$ cat src/rtl/jk_excitation_driver.sv
// jk_excitation_driver
//
// Stimulus front end for a bank of WIDTH external JK flip-flops, where each
// flop is built from a D flip-flop. A target word is accepted over a
// valid/ready handshake. The block computes per-bit J/K excitation from the
// current Q feedback and drives J/K for one cycle. It then waits SETTLE
// cycles and compares Q with the target. On a mismatch it re-drives up to
// MAX_RETRY times. It then pulses done on a match, or err when the retries
// are exhausted.
//
// Parameters:
//   WIDTH      number of JK flip-flops driven (>= 1)
//   SETTLE     cycles from J/K deassertion to the Q comparison (>= 1)
//   MAX_RETRY  re-drive attempts after the first mismatch (0..15)
//   USE_TOGGLE 0: changing bits use set/reset; 1: changing bits use toggle
//
// Ports:
//   clk        clock, rising edge
//   rst        synchronous active-high reset
//   tgt_valid  target word offered
//   tgt_ready  target can be accepted (IDLE and not in reset)
//   tgt_data   requested Q value
//   q_fb       Q outputs of the driven flip-flop bank
//   j_out      registered J drive
//   k_out      registered K drive
//   busy       high in any state other than IDLE
//   done       one-cycle pulse: Q matched the target
//   err        one-cycle pulse: retries exhausted
//   err_mask   q_fb ^ target at the failing compare, held until next accept
//   xfer_cnt   successful transfer count, saturating at 255

module jk_excitation_driver #(
    parameter int unsigned WIDTH      = 4,
    parameter int unsigned SETTLE     = 1,
    parameter int unsigned MAX_RETRY  = 2,
    parameter int unsigned USE_TOGGLE = 0
) (
    input  logic             clk,
    input  logic             rst,
    input  logic             tgt_valid,
    output logic             tgt_ready,
    input  logic [WIDTH-1:0] tgt_data,
    input  logic [WIDTH-1:0] q_fb,
    output logic [WIDTH-1:0] j_out,
    output logic [WIDTH-1:0] k_out,
    output logic             busy,
    output logic             done,
    output logic             err,
    output logic [WIDTH-1:0] err_mask,
    output logic [7:0]       xfer_cnt
);

    localparam int unsigned SW = (SETTLE > 1) ? $clog2(SETTLE) : 1;
    localparam logic [SW-1:0] SETTLE_LAST = SW'(SETTLE - 1);
    localparam logic [3:0]    RETRY_LAST  = 4'(MAX_RETRY);

    typedef enum logic [1:0] {
        ST_IDLE,
        ST_DRIVE,
        ST_SETTLE
    } state_t;

    state_t           state;
    logic [WIDTH-1:0] tgt_reg;
    logic [3:0]       retry;
    logic [SW-1:0]    settle_cnt;

    // Bits that already hold their target value get J=K=0, so a toggle is
    // only ever applied to a bit that has to change.
    function automatic logic [WIDTH-1:0] exc_j(input logic [WIDTH-1:0] t,
                                               input logic [WIDTH-1:0] q);
        logic [WIDTH-1:0] diff;
        diff = t ^ q;
        return (USE_TOGGLE != 0) ? diff : (diff & t);
    endfunction

    function automatic logic [WIDTH-1:0] exc_k(input logic [WIDTH-1:0] t,
                                               input logic [WIDTH-1:0] q);
        logic [WIDTH-1:0] diff;
        diff = t ^ q;
        return (USE_TOGGLE != 0) ? diff : (diff & ~t);
    endfunction

    // The rst term lets tgt_ready drop in the same cycle that reset is
    // raised, so the upstream never sees a handshake during reset.
    always_comb begin
        tgt_ready = (state == ST_IDLE) && !rst;
        busy      = (state != ST_IDLE);
    end

    always_ff @(posedge clk) begin
        if (rst) begin
            state      <= ST_IDLE;
            tgt_reg    <= '0;
            retry      <= '0;
            settle_cnt <= '0;
            j_out      <= '0;
            k_out      <= '0;
            done       <= 1'b0;
            err        <= 1'b0;
            err_mask   <= '0;
            xfer_cnt   <= '0;
        end else begin
            done <= 1'b0;
            err  <= 1'b0;
            case (state)
                ST_IDLE: begin
                    j_out <= '0;
                    k_out <= '0;
                    if (tgt_valid && tgt_ready) begin
                        tgt_reg  <= tgt_data;
                        j_out    <= exc_j(tgt_data, q_fb);
                        k_out    <= exc_k(tgt_data, q_fb);
                        retry    <= '0;
                        err_mask <= '0;
                        state    <= ST_DRIVE;
                    end
                end

                ST_DRIVE: begin
                    j_out      <= '0;
                    k_out      <= '0;
                    settle_cnt <= '0;
                    state      <= ST_SETTLE;
                end

                ST_SETTLE: begin
                    settle_cnt <= settle_cnt + 1'b1;
                    if (settle_cnt == SETTLE_LAST) begin
                        if (q_fb == tgt_reg) begin
                            done  <= 1'b1;
                            state <= ST_IDLE;
                            if (xfer_cnt != 8'hFF) begin
                                xfer_cnt <= xfer_cnt + 8'd1;
                            end
                        end else if (retry != RETRY_LAST) begin
                            retry <= retry + 4'd1;
                            j_out <= exc_j(tgt_reg, q_fb);
                            k_out <= exc_k(tgt_reg, q_fb);
                            state <= ST_DRIVE;
                        end else begin
                            err      <= 1'b1;
                            err_mask <= q_fb ^ tgt_reg;
                            state    <= ST_IDLE;
                        end
                    end
                end

                default: begin
                    state <= ST_IDLE;
                end
            endcase
        end
    end

endmodule

$ cat config.mk
export PLATFORM = sky130hd
export DESIGN_NAME = jk_excitation_driver
export DESIGN_NICKNAME = d
export VERILOG_FILES = /design/src/rtl/jk_excitation_driver.sv
export SDC_FILE = /design/constraint.sdc
export NUM_CORES = 1
export LEC_CHECK = 0
export CAP_MARGIN = 10
export CORE_UTILIZATION = 40
export CTS_CLUSTER_SIZE = 10
export DETAILED_ROUTE_END_ITERATION = 12
export PLACE_DENSITY_LB_ADDON = 0.2
export SYNTH_ARGS = -nofsm -noshare
export SYNTH_HDL_FRONTEND = slang
export SYNTH_SLANG_ARGS = --single-unit
$ cat constraint.sdc
create_clock -name clk -period 1.8 [get_ports clk]
set_clock_uncertainty 0.1 [all_clocks]
set_input_delay 0.27 -clock clk [delete_from_list [all_inputs] [get_ports clk]]
set_output_delay 0.27 -clock clk [all_outputs]
set_load 0.05 [all_outputs]
==> metrics.csv <==
metric;value;unit
outcome;complete, no violations;
register bank with the most flops;xfer_cnt;
WP data arrival;1.92;ns
Synth async-reset ratio;0;
final worst slack;0.00720;ns
Syn Std Cell Area;1840;sq um
Worst Hold Path EP;err_mask[0];
P per Cell Area;624;nW/um^2
Worst Hold Class;reg2reg;
Worst Hold Launch;err_mask[0];
Area Overhead vs Synth;46.9;%
Rows;24;
post-synthesis xor/xnor area fraction;0.0143;
Hold Vio Cnt, Final;0;
Max VDD drop;536;uV
wire length per cell;13.8;microns
Worst R2R End;retry[2];
DR pass1 iterations;4;
drt drc;0;
final hold slack;0.396;ns
commonest non-fill, non-tap cell in the layout;buf_4;
post-synthesis simple-gate area fraction;0.211;
crit-path leading delay family;compound AO/OA/AOI/OAI gates;
Initial Util;0.420;
r2r startpoint;retry[0];
fin nets;304;
initial DRC count;58;
fmax;558;MHz
max-cap viol count;0;
Reg2Reg Depth;7;
RSZ-0062 raised after global routing;yes;
Root Buffer;clkbuf_8;
first-pass GRT wire length;7.73;mm
most frequent cells in the layout;61 x buf_4, 26 x dfxtp_1, 20 x nor2_1;
Seq cells post-synth;33;
final setup fails;0;
CTS Sinks;33;
share of post-route cells with drive strength above 1;0.412;
EDFF count, synth;0;
clk_lat worst skew;0.29;ns
ant diodes;0;
gpl congestion;0.837;
CTS clk-pin slew, worst paths;0.07;ns
CP max stage delay;0.34;ns
Die H;69.9;microns
slowest CP cell;dfxtp_2;
Pleak;1.12;nW
Synth Area in Compound Gates;0.221;
largest family of logic cells by synthesized area;compound AO/OA/AOI/OAI gates;
H-tree levels;2;
Num CTS Buffers;5;
Tcrit/Tclk final;0.996;
total die area;4880;sq um
die width;69.9;microns
clk buf depth;2;
Slew HR;0.764;
ys flop type;dfxtp_1;
Worst setup SP type;flip-flop;
Net Count, Synth;233;
worst path required time;1.93;ns
post-DP HPWL;3.26;mm
Avg Inst Size Synth;8.90;sq um
Worst-Margin Slew;0.353;ns
crit path buf inv count;2;
total power;1.69;mW
initial antenna violation count;0;
Synth Area in Adders;0.102;
Crit Path Class;reg2reg;
final core occ;0.617;
CTS tree;yes;
CP Cell Sequence;inv_2 -> ha_2 -> nor3b_4 -> buf_4 -> a2111oi_4 -> mux2_4 -> a21oi_2;
Crit Path Max Fanout;7;
final wirelength;4.58;mm
Vias;1713;
Synth Instances;207;
Placed Instances;320;
R2R Setup Slk;0.007;ns
final cell count without fillers;331;
Core Box Area;4380;sq um
sequential share of the synthesized area;0.359;
post-synthesis cell type count;45;
number of global-route vias before repair;1659;
mux share of post-synthesis cell area;0.0224;
pins over their slew limit;0;
via/cell ratio;5.18;
Ports;35;
Hold Path Stages;2;
GRT overflow;0;
IO buf count;34;
largest net degree at the start of global routing;18;
CP Capture Type;flip-flop;
Setup WS pre-CTS;-0.549;ns
Tmin final;1.79;ns
Total Routing Usage GR;0.200;
antenna-violating nets left;0;
max FFs per register;8;
Synth Warn #;0;
==> synth_stat cells, types with 2 or more instances <==
cell type	number	area (sq um)
a21oi_1	15	75.1
dfxtp_1	33	661
and2_1	2	12.5
inv_1	15	56.3
a211oi_2	2	25.0
ha_1	15	188
nor2_1	22	82.6
nand2b_1	3	18.8
a2111oi_0	2	17.5
mux2i_1	3	30.0
nand3_1	7	35.0
a32oi_1	8	70.1
nand2_1	14	52.6
buf_6	4	45.0
or3_1	8	50.1
a31oi_1	2	12.5
nand4_1	2	12.5
clkbuf_1	6	22.5
o2111ai_1	2	17.5
o21ai_0	8	40.0
xor2_1	3	26.3
a211oi_1	8	60.1
==> layout make-up <==
cell class / instances / area (sq um)
fill: 396 / 1680
multi-input combinational: 148 / 1200
sequential: 33 / 669
timing repair buffer: 75 / 616
clock buffer: 7 / 96.3
tap: 52 / 65.1
inverter: 15 / 56.3
clock inverter: 1 / 5.00
==> worst max path at each step <==
stage | startpoint | to | slack, ns | cells after the start
floorplan | state[0] | tgt_ready | -0.02 | 5
global placement | q_fb[2] | xfer_cnt[5] | -0.51 | 7
detailed placement | q_fb[2] | xfer_cnt[7] | -0.55 | 7
CTS | retry[0] | k_out[2] | 0.007 | 8
global route | retry[0] | j_out[2] | -0.06 | 8
finish | retry[0] | retry[2] | 0.007 | 7
==> tightest hold or removal path, stage by stage, from the launching register on <==
cell     delay (ns)
dfxtp_1        0.31
o21ai_0        0.07
a21oi_1        0.07
==> layer usage <==
layer  global-route usage  up-vias  part of all wire
li1                     -      886                 -
met1                0.262      792              0.49
met2                0.318       28              0.46
met3               0.0534        7             0.033
met4               0.0667        0             0.014
met5                    0        -                 0
==> logic make-up (layout without fill, tap and decap cells) <==
kind of cell             after synthesis  after routing
AO/OA/AOI/OAI                         54             54
XOR/XNOR                               3              3
adder cells (fa/ha/maj)               15             15
buffers and inverters                 26             98
flip-flops                            33             33
multiplexers                           4              4
AND/OR/NAND/NOR                       72             72
==> power breakdown <==
part / switching (mW) / leakage (nW) / internal [mW] / total (mW)
sequential: 0.0100 / 0.270 / 0.743 / 0.753
clock: 0.281 / 0.0542 / 0.346 / 0.626
combinational: 0.165 / 0.797 / 0.144 / 0.309
total: 0.456 / 1.12 / 1.23 / 1.69
==> through the flow <==
stage          setup TNS [ns]  cell area [sq um]
3_5_place_dp           -10.25               2460
2_1_floorplan         -0.0424               1880
3_3_place_gp            -9.69               2460
4_1_cts                     0               2660
5_1_grt                -0.556               2710
6_report                    0               2710
==> what timing repair did <==
item | CTS | global route
buffers inserted | 2 | 0
endpoints found under the setup margin | 22 | 25
gates resized for setup | 19 | 15
pin swaps | 12 | 3
hold buffers | 0 | 0
hold endpoints to repair | 0 | 0
gates cloned | 1 | 0
Note: power is estimated with default switching activity, not from simulation.
